<file path="config.mk">
export PLATFORM = sky130hd
export DESIGN_NAME = alu_arbiter
export DESIGN_NICKNAME = d
export VERILOG_FILES = /design/src/rtl/alu_arb_pkg.sv /design/src/rtl/alu_arb_grant.sv /design/src/rtl/alu_arbiter.sv
export SDC_FILE = /design/constraint.sdc
export NUM_CORES = 1
export LEC_CHECK = 0
export CORE_UTILIZATION = 39
export DETAILED_ROUTE_END_ITERATION = 16
export PLACE_DENSITY = 0.78
export SETUP_SLACK_MARGIN = 0.05
export SYNTH_ARGS = -nofsm -noshare
export SYNTH_HDL_FRONTEND = slang
export SYNTH_SLANG_ARGS = --single-unit
export TNS_END_PERCENT = 50
</file>
<file path="constraint.sdc">
create_clock -name clk -period 4.6 [get_ports clk]
set_clock_uncertainty 0.15 [all_clocks]
set_input_delay 0.92 -clock clk [delete_from_list [all_inputs] [get_ports clk]]
set_output_delay 0.92 -clock clk [all_outputs]
set_load 0.02 [all_outputs]
</file>
<file path="src/rtl/alu_arb_pkg.sv">
// Shared types and constants for the ALU arbiter: FSM states, default widths
// and the ALU operation codes understood by the EXE-stage ALU.
package alu_arb_pkg;

    localparam int DATA_W = 32;
    localparam int OP_W   = 4;
    localparam int CNT_W  = 4;

    typedef enum logic [1:0] {
        IDLE  = 2'd0,
        ISSUE = 2'd1,
        RESP  = 2'd2
    } state_t;

    localparam logic [OP_W-1:0] AND = 4'b0000;
    localparam logic [OP_W-1:0] OR  = 4'b0001;
    localparam logic [OP_W-1:0] ADD = 4'b0010;
    localparam logic [OP_W-1:0] SUB = 4'b0110;
    localparam logic [OP_W-1:0] SLT = 4'b0111;

endpackage

</file>
<file path="src/rtl/alu_arb_grant.sv">
// Two-way grant selection for the ALU arbiter. Round-robin when ALU_ARB_RR_EN
// is defined, otherwise fixed priority with req0 winning.
module alu_arb_grant (
    input  logic i_clk,
    input  logic i_reset,
    input  logic i_req0_valid,
    input  logic i_req1_valid,
    input  logic i_accept,
    output logic o_grant,
    output logic o_any_valid,
    output logic o_last_grant
);

    logic r_last_grant;
    logic w_grant;

    // Reset value 1 makes req0 the preferred requester after reset.
    always_ff @(posedge i_clk or posedge i_reset) begin
        if (i_reset) begin
            r_last_grant <= 1'b1;
        end else if (i_accept) begin
            r_last_grant <= w_grant;
        end
    end

`ifdef ALU_ARB_RR_EN
    assign w_grant = (i_req0_valid && i_req1_valid) ? ~r_last_grant : ~i_req0_valid;
`else
    assign w_grant = ~i_req0_valid;
`endif

    assign o_grant      = w_grant;
    assign o_any_valid  = i_req0_valid | i_req1_valid;
    assign o_last_grant = r_last_grant;

endmodule

</file>
<file path="src/rtl/alu_arbiter.sv">
// Shares one combinational ALU between two requesters: arbitrates, holds operands
// on the ALU ports for ALU_LAT cycles, returns the captured result. Macro: ALU_ARB_RR_EN.
module alu_arbiter
    import alu_arb_pkg::*;
#(
    parameter int DATA_W  = alu_arb_pkg::DATA_W,
    parameter int OP_W    = alu_arb_pkg::OP_W,
    parameter int ALU_LAT = 1
) (
    input  logic              clk,
    input  logic              reset,
    input  logic              req0_valid,
    output logic              req0_ready,
    input  logic [OP_W-1:0]   req0_op,
    input  logic [DATA_W-1:0] req0_a,
    input  logic [DATA_W-1:0] req0_b,
    input  logic              req1_valid,
    output logic              req1_ready,
    input  logic [OP_W-1:0]   req1_op,
    input  logic [DATA_W-1:0] req1_a,
    input  logic [DATA_W-1:0] req1_b,
    output logic              rsp0_valid,
    input  logic              rsp0_ready,
    output logic              rsp1_valid,
    input  logic              rsp1_ready,
    output logic [DATA_W-1:0] rsp_result,
    output logic              rsp_zero,
    output logic [OP_W-1:0]   ALU_operation,
    output logic [DATA_W-1:0] A,
    output logic [DATA_W-1:0] B,
    input  logic [DATA_W-1:0] ALU_result,
    input  logic              Zero,
    output logic [1:0]        o_dbg_state,
    output logic              o_dbg_last_grant
);

    // Handshakes: a transfer happens on a rising edge where valid && ready are both 1.
    // Requests are accepted only in IDLE; a response is held until its ready is seen.

    localparam logic [CNT_W-1:0] CNT_LOAD = CNT_W'(ALU_LAT - 1);

    state_t              r_state;
    state_t              w_next_state;
    logic [CNT_W-1:0]    r_cnt;
    logic                r_gnt;
    logic [OP_W-1:0]     r_op;
    logic [DATA_W-1:0]   r_a;
    logic [DATA_W-1:0]   r_b;
    logic [DATA_W-1:0]   r_result;
    logic                r_zero;

    logic                w_grant;
    logic                w_any_valid;
    logic                w_accept;
    logic                w_rsp_hs;

    alu_arb_grant u_grant (
        .i_clk        (clk),
        .i_reset      (reset),
        .i_req0_valid (req0_valid),
        .i_req1_valid (req1_valid),
        .i_accept     (w_accept),
        .o_grant      (w_grant),
        .o_any_valid  (w_any_valid),
        .o_last_grant (o_dbg_last_grant)
    );

    always_ff @(posedge clk or posedge reset) begin
        if (reset) begin
            r_state <= IDLE;
        end else begin
            r_state <= w_next_state;
        end
    end

    always_comb begin
        w_next_state = r_state;
        w_accept     = 1'b0;
        w_rsp_hs     = 1'b0;
        req0_ready   = 1'b0;
        req1_ready   = 1'b0;
        rsp0_valid   = 1'b0;
        rsp1_valid   = 1'b0;
        case (r_state)
            IDLE: begin
                w_accept   = w_any_valid;
                req0_ready = w_any_valid && !w_grant;
                req1_ready = w_any_valid && w_grant;
                if (w_any_valid) begin
                    w_next_state = ISSUE;
                end
            end
            ISSUE: begin
                if (r_cnt == '0) begin
                    w_next_state = RESP;
                end
            end
            RESP: begin
                rsp0_valid = !r_gnt;
                rsp1_valid = r_gnt;
                w_rsp_hs   = r_gnt ? rsp1_ready : rsp0_ready;
                if (w_rsp_hs) begin
                    w_next_state = IDLE;
                end
            end
            default: begin
                w_next_state = IDLE;
            end
        endcase
    end

    // ALU ports stay frozen from accept until the next accept, so the ALU output is stable at capture.
    always_ff @(posedge clk or posedge reset) begin
        if (reset) begin
            r_gnt    <= 1'b0;
            r_cnt    <= '0;
            r_op     <= '0;
            r_a      <= '0;
            r_b      <= '0;
            r_result <= '0;
            r_zero   <= 1'b0;
        end else if (w_accept) begin
            r_gnt <= w_grant;
            r_cnt <= CNT_LOAD;
            r_op  <= w_grant ? req1_op : req0_op;
            r_a   <= w_grant ? req1_a  : req0_a;
            r_b   <= w_grant ? req1_b  : req0_b;
        end else if (r_state == ISSUE) begin
            if (r_cnt != '0) begin
                r_cnt <= r_cnt - 1'b1;
            end else begin
                r_result <= ALU_result;
                r_zero   <= Zero;
            end
        end
    end

    assign ALU_operation = r_op;
    assign A             = r_a;
    assign B             = r_b;
    assign rsp_result    = r_result;
    assign rsp_zero      = r_zero;
    assign o_dbg_state   = r_state;

endmodule

</file>
# ---- Word-level counts from Yosys, hierarchy flattened
# Index checks and enable logic that the tools add are counted.
dict set report totals {
  output_inout_bits 108
  wordCells 46
  in_bits 175
  regBits 109
}
dict set report op_classes {
  reduce_logical 11
  bitwise 4
  addsub 1
  muxes 16
  n_eq_ne 5
}
# op count
set op_table {}
lappend op_table {{$mux W32} 2}
lappend op_table {{$mux W4} 4}
lappend op_table {{$mux W1} 6}
lappend op_table {{$mux W2} 3}
lappend op_table {{$ne A2 B2 Y1 const B} 3}
lappend op_table {{$pmux W2 S3} 1}
lappend op_table {{$reduce_and A3 Y1} 2}
lappend op_table {{$logic_not A4 Y1} 1}
lappend op_table {{$reduce_bool A2 Y1} 2}
lappend op_table {{$reduce_bool A4 Y1} 1}
lappend op_table {{$sub A4 B1 Y4 const B} 1}
lappend op_table {{$not A1 Y1} 3}
lappend op_table {{$eq A2 B1 Y1 const B} 1}
lappend op_table {{$eq A2 B2 Y1 const B} 1}
lappend op_table {{$logic_and A1 B1 Y1} 2}
lappend op_table {{$logic_not A2 Y1} 1}
lappend op_table {{$reduce_and A2 Y1} 1}
lappend op_table {{$logic_not A1 Y1} 1}
lappend op_table {{$or A1 B1 Y1} 1}

# ---- Logic depth before layout (Yosys ltp)
# Gate-level depths: netlist of run 1.
dict set report depth {
  ltp_word 4
  mapped_depth 6
  depth_no_buf 5
}

# ---- Cells and area by module
# Synthesis of run 1 repeated with hierarchy kept, for this count alone.
dict set report unflattened {
  hier_cells 415
  hier_area_um2 4798.4
}
# mod area_each_um2 cells_each instances seq_area_each_um2
set by_module_without_submodules {}
lappend by_module_without_submodules {alu_arbiter 4749.6 409 1 2702.6}
lappend by_module_without_submodules {alu_arb_grant 48.8 6 1 26.3}

# ---- Least setup slack after synthesis of run 1
# OpenSTA, ideal clock, no wires.
dict set report synth_timing {
  path_type {input to output}
  startpoint {input port req0_valid}
  endpoint {output port req1_ready}
  arrival_time_ps 1849
  t_required_ps 3530
  slack_ps 1681
  path_buffers 2
  cell_stages 3
  path_cell_list {clkbuf_1 > clkbuf_1 > nor3b_1}
}
dict set report synth_between {
  elab_chain_cells 3
  elab_cells_between_ends 4
  classes_between {1 x mux; 2 x bitwise; 1 x reduce/logical}
}
# item line
set synth_rtl {}
lappend synth_rtl {{start: declaration} alu_arbiter.sv:12} ;# input logic req0_valid,
lappend synth_rtl {{$or A1 B1 Y1 / $not A1 Y1 (equally long branches)} {alu_arb_grant.sv:33, alu_arb_grant.sv:29}}
lappend synth_rtl {{$logic_and A1 B1 Y1 *} alu_arbiter.sv:88} ;# req1_ready = w_any_valid && w_grant;
lappend synth_rtl {{$mux W1 *} alu_arbiter.sv:84} ;# case (r_state)
lappend synth_rtl {{end: declaration} alu_arbiter.sv:18} ;# output logic req1_ready,
# Every way passes the cells marked *; elsewhere a longest branch is shown, timed or not.

# ---- Final worst setup path of run 1
dict set report layout_timing {
  startpoint {input port req1_valid}
  endpoint {output port req1_ready}
}
dict set report layout_between {
  elab_chain_cells 3
}
# item line
set layout_rtl {}
lappend layout_rtl {{start: declaration} alu_arbiter.sv:17} ;# input logic req1_valid,
lappend layout_rtl {{$or A1 B1 Y1} alu_arb_grant.sv:33} ;# assign o_any_valid = i_req0_valid | i_req1_valid;
lappend layout_rtl {{$logic_and A1 B1 Y1} alu_arbiter.sv:88}
lappend layout_rtl {{$mux W1} alu_arbiter.sv:84}
# No other way between the ends.

==> results of run 1 <==
-- how the worst min path moves through the flow --
stage | endpoint | slack [ps] | depth (start not counted)
2_1_floorplan | r_cnt[3] | 320 | 1
3_3_place_gp | A[2] | 340 | 1
3_5_place_dp | rsp_result[24] | 340 | 1
4_1_cts | A[2] | 360 | 1
5_1_grt | rsp_result[1] | 370 | 1
6_report | A[8] | 360 | 1
-- power by group through the flow --
stage          Combinational, mW  Sequential [mW]  Clock [mW]
5_1_grt                     3.15             1.79       0.900
6_report                    2.98             1.72       0.836
3_3_place_gp                2.95             1.71           0
4_1_cts                     3.02             1.73       0.856
3_5_place_dp                3.00             1.74           0
2_1_floorplan               1.11             2.29           0
-- cell usage after synthesis, drive strengths merged --
master	number	area (um^2)
or2	2	12.51
and2	1	6.260
nand2b	2	12.51
o311ai	1	8.760
inv	4	15.01
or3	3	18.77
o22ai	1	6.260
o21ai	4	20.02
or3b	2	17.52
dfstp	1	26.28
ha	2	25.02
nor3b	2	15.01
buf	11	106.4
mux2	169	2012
clkbuf	8	30.03
and3b	1	8.760
or4	1	7.510
or2b	1	7.510
o221ai	1	8.760
dfrtp	108	2703
nor2	6	22.52
a21oi	5	25.02
-- cell type report --
class                           instances  area share, %
Sequential cell                       109          32.52
Tap cell                              172          2.565
Multi-Input combinational cell        204          26.72
Inverter                                4         0.2088
Timing Repair Buffer                  286          34.09
Clock buffer                           11          2.893
Clock inverter                          5         0.9991
-- cells by family after synthesis --
kind of cell	synth area share, %
AO/OA/AOI/OAI	1.345
adder cells (fa/ha/maj)	0.4892
buffers and inverters	2.960
flip-flops	53.35
multiplexers	39.33
AND/OR/NAND/NOR	2.520
-- layer usage --
metal	vias to the layer above	track usage (%)	wire, um
li1	1762	-	-
met5	-	0	0
met1	1823	22.07	5041
met2	152	38.11	7277
met4	0	6.496	268
met3	20	5.708	1072
-- sequential cells by signal (all words and copies together), names as in the netlist --
| name | flops |
|---|---|
| r_gnt | 1 |
| B | 32 |
| A | 32 |
| u_grant.o_last_grant | 1 |
| rsp_zero | 1 |
| ALU_operation | 4 |
| rsp_result | 32 |
| o_dbg_state | 2 |
| r_cnt | 4 |
-- worst max-delay path: cells and delay by family --
family	cells	cell delay, ps
simple gates	1	230
buf+inv	2	1160
==> results.json, run 1 <==
{
  "cp_max_fo": 4,
  "dp_slack_ps": 1224,
  "coreArea_um2": 12720,
  "num_antenna_cells": 0,
  "grt_max_degree": 76,
  "finalHoldWorstSlack_ps": 358.0,
  "synth-seq-cells": 109,
  "min_period_over_period_pct": 73.61,
  "synthCells": 336,
  "ios": 283,
  "syn2layout_area_growth_pct": 64.04,
  "avgSynthCellArea_um2": 15.22,
  "critPathCaptureType": "primary output",
  "vdd_ir_drop_max_v": 0.0003669,
  "cts_buffer_depth": 2,
  "worst_pin_slew_ps": 1215,
  "total_power_mw": 5.537,
  "place_inst": 775,
  "grt_antenna_before_repair": 0,
  "reg2regPathDepth": 3,
  "dp_hpwl_um": 10370,
  "rsz0062_at_grt": "false",
  "place_area_um2": 8064,
  "power_frac_clock_pct": 15.1,
  "seqCellArea_um2": 2729,
  "slew_violations": 0,
  "syn_nets": 513,
  "gp_congestion": 0.7818,
  "totalWireLength_um": 13660,
  "drive_above_1_share_pct": 31.50,
  "setup_tns_ps": 0,
  "nets": 791,
  "power.density_nw_per_um2": 659.9,
  "vias": 3757,
  "max_freq_mhz": 295.3,
  "final_cell_area_um2": 8391,
  "wl_per_cell_um": 17.27,
  "grt_use_total_pct": 20.38,
  "startpoint_type": "input port",
  "cpMostUsedCell": "clkdlybuf4s50_1",
  "post_cts_buffers": 0,
  "clock_sinks": 109,
  "synth.distinct_cells": 25,
  "vias_per_cell": 4.750,
  "cpPeakStageDelay_ps": 640,
  "drv_cap": 0,
  "cts_tree": "built",
  "final.min_clock_period_ps": 3386,
  "layout_common_cells": "clkdlybuf4s50_1 (281), mux2_2 (140), dfrtp_1 (108)",
  "hold_path.class": "flop to flop",
  "seq_power_share_pct": 31.1,
  "hold_violations": 0,
  "multi_input_area_um2": 2242,
  "first_global_vias": 4081,
  "critPathLaunch": "req1_valid",
  "status": "complete, no violations",
  "finalNonFillerCells": 791,
  "timing_worst_setup_path_type": "input port to primary output",
  "start_util_pct": 40.20,
  "ys_warn_count": 0,
  "final_common_cell": "clkdlybuf4s50_1",
  "p_switching_mw": 1.925,
  "cts_resized": 0,
  "first_pass_iters": 4,
  "cp_slowest_cell": "clkdlybuf4s50_1",
  "crit_end": "req1_ready",
  "r2r_slack_ps": 2040,
  "setup_viol": 0,
  "crit_chain": "clkdlybuf4s50_1 -> nor3b_1 -> clkdlybuf4s50_1",
  "worstReg2RegEnd": "rsp_zero",
  "fp-row-count": 41,
  "fin_util_pct": 65.95,
  "setup_ws_ps": 1214,
  "comb_power_share_pct": 53.8,
  "cts_buffers": 9,
  "crit_arrival_ps": 2320,
  "port_buffers": 282,
  "clockRootBuffer": "clkbuf_16",
  "clock_latency_ps": 340,
  "netlist_area_um2": 5115,
  "cts_max_level": 3,
  "cp.required_ps": 3530,
  "p_int_mw": 3.612,
  "grt-ovfl-total": 0,
  "die-area_um2": 13580,
  "power_leakage_nw": 3.458,
  "antenna_left": 0,
  "clk_pin_slew_ps": 70,
  "hp-start": "A[8]",
  "slew-limit-headroom_pct": 19.01,
  "r2r-start": "o_dbg_state[1]",
  "drt_iter0_markers": 120,
  "die_h_um": 116.5,
  "seq_area_frac_synth_pct": 53.35,
  "p_sw_share_pct": 34.77,
  "fill_cells": 995,
  "drc": 0,
  "hold_buffers": 0,
  "grt_pass1_wl_um": 20940,
  "chipWidth_um": 116.5
}
No activity file was read; power rests on OpenSTA's default activity.
==> inputs of run 2 (changes only) <==
==> constraint.sdc (replaced) <==
create_clock -name clk -period 3.3 [get_ports clk]
set_clock_uncertainty 0.15 [all_clocks]
set_input_delay 0.66 -clock clk [delete_from_list [all_inputs] [get_ports clk]]
set_output_delay 0.66 -clock clk [all_outputs]
set_load 0.02 [all_outputs]
==> run 2 against run 1 <==
Net effect:
- critical endpoint unchanged
- first-iteration DRC count is 39% lower
- sequential share of layout area up 0.058 points
- die area unchanged
- combinational power rose by 39%
- highest routed layer unchanged
- via count up 0.24%
- worst hold slack got worse by 2.5 ps
- cell area decreased by 0.18%
==> results.json, run 2 (synthesized netlist as in run 1, its figures left out) <==
{
  "critPathCaptureType": "primary output",
  "crit_buf_inv": 2,
  "cts_buffer_depth": 2,
  "timing_worst_setup_path_type": "input port to primary output",
  "hold_path.class": "flop to flop",
  "worst_pin_slew_ps": 1185,
  "cpMostUsedCell": "clkdlybuf4s50_1",
  "vdd_ir_drop_max_v": 0.0006065,
  "final_common_cell": "clkdlybuf4s50_1",
  "power_leakage_nw": 3.456,
  "chipWidth_um": 116.5,
  "drc": 0,
  "cp.required_ps": 2490,
  "power.density_nw_per_um2": 906.0,
  "start_util_pct": 40.20,
  "fp-row-count": 41,
  "layout_common_cells": "clkdlybuf4s50_1 (281), mux2_2 (140), dfrtp_1 (108)",
  "die_h_um": 116.5,
  "dp_hpwl_um": 10230,
  "totalWireLength_um": 13550,
  "setup_tns_ps": 0,
  "port_buffers": 282,
  "grt_use_total_pct": 19.64,
  "wl_per_cell_um": 17.13,
  "setup_viol": 0,
  "fin_util_pct": 65.83,
  "gp_congestion": 0.7840,
  "clock_latency_ps": 340,
  "die-area_um2": 13580,
  "drt_iter0_markers": 73,
  "coreArea_um2": 12720,
  "nets": 791,
  "first_pass_iters": 4,
  "antenna_left": 0,
  "rsz0062_at_grt": "false",
  "crit_arrival_ps": 2030,
  "finalNonFillerCells": 791,
  "setup_ws_ps": 459.5,
  "syn2layout_area_growth_pct": 63.75,
  "grt-ovfl-total": 0,
  "cts_resized": 0,
  "hold_buffers": 0,
  "clk_pin_slew_ps": 60,
  "ios": 283,
  "hold_violations": 0,
  "min_period_over_period_pct": 86.07,
  "slew_violations": 0,
  "startpoint_type": "input port",
  "dp_slack_ps": 473.2,
  "grt_max_degree": 110,
  "cp_max_fo": 4,
  "post_cts_buffers": 0,
  "max_freq_mhz": 352.1,
  "grt_antenna_before_repair": 0,
  "grt_pass1_wl_um": 20060,
  "slew-limit-headroom_pct": 21.02,
  "vias": 3766,
  "clock_sinks": 109,
  "fill_cells": 991,
  "crit_chain": "clkdlybuf4s50_1 -> nor3b_1 -> clkdlybuf4s50_1",
  "status": "complete, no violations",
  "vias_per_cell": 4.761,
  "cts_buffers": 9,
  "drive_above_1_share_pct": 31.66,
  "clockRootBuffer": "clkbuf_16",
  "drv_cap": 0,
  "crit_family": "buffers and inverters",
  "num_antenna_cells": 0,
  "cpPeakStageDelay_ps": 630,
  "cts_max_level": 3,
  "cp_slowest_cell": "clkdlybuf4s50_1",
  "place_inst": 775,
  "first_global_vias": 3870,
  "final.min_clock_period_ps": 2840,
  "cts_tree": "built"
}
run 2: final timing paths:
check | from | to | slack, ps | cells past startpoint
max | req1_valid | req1_ready | 460 | 3
min | ALU_operation[1] | ALU_operation[1] | 360 | 1
min reg2reg | ALU_operation[1] | ALU_operation[1] | 360 | 1
max in group asynchronous | reset | B[16] | 1900 | 3
min in group asynchronous | reset | B[27] | 700 | 3
max reg2reg | o_dbg_state[1] | rsp_result[19] | 760 | 3
run 2: layout make-up:
type,count,area (um^2),share of cell area [%]
clock buffer,12,266.5,3.182
tap,172,215.2,2.569
timing repair buffer,286,2873,34.30
inverter,4,18.77,0.2241
clock inverter,4,31.28,0.3735
sequential,109,2729,32.58
multi-input combinational,204,2242,26.77
run 2: power by group:
part / total (mW) / leakage (nW) / switching [mW] / internal (mW)
combinational: 4.14 / 2.03 / 1.83 / 2.32
sequential: 2.39 / 1.28 / 0.365 / 2.03
clock: 1.05 / 0.149 / 0.478 / 0.577
run 2: worst reg2reg max path, delay by kind of cell, from the launching register on:
family | cells | cell delay, ps
DFF | 1 | 440
muxes | 1 | 480
and+or+nand+nor | 2 | 1360
run 2: layer usage:
| layer | routed length (um) | track usage [%] |
|---|---|---|
| met5 | 0 | 0 |
| met1 | 5096 | 21.45 |
| met4 | 214 | 7.009 |
| met3 | 1087 | 5.034 |
| met2 | 7147 | 36.53 |
run 2: per-stage QoR:
step / hold slack, ps / area, um^2 / total power, mW
finish: 355.6 / 8376 / 7.588
global route: 368.3 / 8376 / 7.997
CTS: 359.0 / 8376 / 7.683
detailed placement: 343.9 / 8078 / 6.594
global placement: 339.0 / 8078 / 6.480
floorplan: 323.5 / 5119 / 4.747
==> inputs of run 3 (changes only) <==
--- a/config.mk
+++ b/config.mk
@@ -5,6 +5,7 @@
 export SDC_FILE = /design/constraint.sdc
 export NUM_CORES = 1
 export LEC_CHECK = 0
+export ABC_AREA = 1
 export CORE_UTILIZATION = 39
 export DETAILED_ROUTE_END_ITERATION = 16
 export PLACE_DENSITY = 0.78
==> run 3 against run 2 <==
Net effect:
- sequential cell count unchanged
- register-to-register slack better by 370 ps
- via count up 35%
- combinational power down 12%
- cell area down 0.49%
- power down 6.7%
- utilization down 0.32 points
- sequential share of layout area up 0.16 points
- die area up 0.15%
- worst hold slack worse by 28 ps
- critical path type unchanged
==> results.json, run 3 <==
{
  "status": "complete, no violations",
  "antenna_left": 0,
  "synthArstFlopShare_pct": 100.0,
  "port_buffers": 282,
  "max_freq_mhz": 352.1,
  "clk_pin_slew_ps": 70,
  "clock_latency_ps": 330,
  "vias": 5082,
  "fp-row-count": 41,
  "die-area_um2": 13600,
  "ios": 283,
  "ys_warn_count": 0,
  "final_common_cell": "nand2_1",
  "drt_iter0_markers": 223,
  "wl_per_cell_um": 13.08,
  "startpoint_type": "input port",
  "grt_antenna_before_repair": 1,
  "power_leakage_nw": 4.279,
  "syn2layout_area_growth_pct": 62.70,
  "coreArea_um2": 12720,
  "drive_above_1_share_pct": 2.980,
  "avgSynthCellArea_um2": 7.276,
  "slew_violations": 0,
  "start_util_pct": 40.26,
  "dp_hpwl_um": 10760,
  "cts_resized": 0,
  "worst_pin_slew_ps": 830.9,
  "cts_buffers": 9,
  "rsz0062_at_grt": "false",
  "setup_ws_ps": 460.0,
  "hold_buffers": 0,
  "synth_edf_count": 0,
  "vias_per_cell": 4.438,
  "hold_path.class": "flop to flop",
  "seq_area_frac_synth_pct": 53.27,
  "crit_arrival_ps": 2030,
  "synth_most_common_cell": "nand2_1",
  "min_period_over_period_pct": 86.06,
  "setup_viol": 0,
  "yosysTopAreaCell": "dfrtp_1",
  "cts_max_level": 3,
  "critPathCaptureType": "primary output",
  "power.density_nw_per_um2": 849.3,
  "totalWireLength_um": 14980,
  "num_antenna_cells": 0,
  "first_pass_iters": 4,
  "drc": 0,
  "final.min_clock_period_ps": 2840,
  "chipWidth_um": 116.6,
  "grt_pass1_wl_um": 23120,
  "finalHoldWorstSlack_ps": 327.5,
  "gp_congestion": 0.7845,
  "multi_input_area_um2": 2023,
  "slew-limit-headroom_pct": 44.60,
  "fin_util_pct": 65.51,
  "synth.distinct_cells": 18,
  "post_cts_buffers": 0,
  "grt_use_total_pct": 22.09,
  "die_h_um": 116.6,
  "hold_violations": 0,
  "fill_cells": 1160,
  "dp_slack_ps": 444.8,
  "synthCells": 704,
  "yosys_most_used_dff": "dfrtp_1",
  "layout_common_cells": "nand2_1 (457), clkdlybuf4s50_1 (281), dfrtp_1 (108)",
  "drv_cap": 0,
  "cp.required_ps": 2490,
  "vdd_ir_drop_max_v": 0.0003678,
  "synth_area_leaders": "dfrtp_1 (53%), nand2_1 (33%), o21ai_0 (3.3%)",
  "syn_nets": 881,
  "cts_buffer_depth": 2,
  "netlist_area_um2": 5122,
  "grt-ovfl-total": 0,
  "timing_worst_setup_path_type": "input port to primary output",
  "cp_max_fo": 3,
  "yosys-top-cells-count": "nand2_1 (457), dfrtp_1 (108), inv_1 (43)",
  "seqCellArea_um2": 2729,
  "cts_tree": "built",
  "grt_max_degree": 110,
  "first_global_vias": 4715,
  "setup_tns_ps": 0,
  "nets": 1145,
  "clock_sinks": 109,
  "clockRootBuffer": "clkbuf_16",
  "synth-seq-cells": 109,
  "synth_top_area_share_pct": 52.76
}
[run 3: cell count changes after synthesis, sizes merged, moves of 10 or more]
cell and change:
inv +41, mux2 -169, buf +13, nand2 +457, nand3 +10, o21ai +32
[run 3: final cells by class]
cell class | instances | area share (%)
clock buffer | 13 | 3.123
timing repair buffer | 290 | 34.68
clock inverter | 3 | 0.5254
multi-input combinational | 513 | 24.28
inverter | 45 | 2.072
sequential | 109 | 32.74
tap | 172 | 2.582
[run 3: through the flow]
step / cell area, um^2 / total power [mW] / std cells
floorplan: 5126 / 4.285 / 704
global placement: 8030 / 5.962 / 1129
detailed placement: 8030 / 6.034 / 1129
CTS: 8334 / 7.161 / 1145
global route: 8334 / 7.580 / 1145
finish: 8334 / 7.078 / 1145
[run 3: critical path, stage by stage]
cell and delay [ps]:
clkdlybuf4s50_1 500, o21ai_4 60, inv_2 60, nand2_1 80, inv_1 60, clkdlybuf4s50_1 610
[run 3: path summary, 6_finish.rpt]
| check | start | to | slack (ps) | cells after the start |
|---|---|---|---|---|
| min reg2reg | A[1] | A[1] | 330 | 2 |
| max | req1_valid | req1_ready | 460 | 6 |
| max in group asynchronous | reset | B[25] | 1860 | 3 |
| min in group asynchronous | reset | rsp_result[10] | 680 | 3 |
| max reg2reg | r_cnt[0] | rsp_result[30] | 1130 | 6 |
| min | A[1] | A[1] | 330 | 2 |
[run 3: power breakdown]
group          total [mW]  switching (mW)  leakage, nW  internal [mW]
registers            2.32           0.344         1.36           1.98
clock network        1.10           0.465        0.150          0.632
logic                3.66            2.04         2.77           1.62
total                7.08            2.84         4.28           4.23
[run 3: routing by layer]
metal,track usage (%),vias up,wire (um)
li1,-,2617,-
met1,25.52,2244,6089
met2,38.30,197,7181
met3,7.628,22,1424
met4,7.257,2,269
met5,0,-,13
[run 3: logic make-up after synthesis]
group           count (synthesis)  synth area share [%]
fa+ha+maj                       2                0.4884
buf+inv                        82                 7.230
simple gates                  474                 35.10
flops                         109                 53.27
compound gates                 36                 3.737
xor+xnor                        1                0.1710
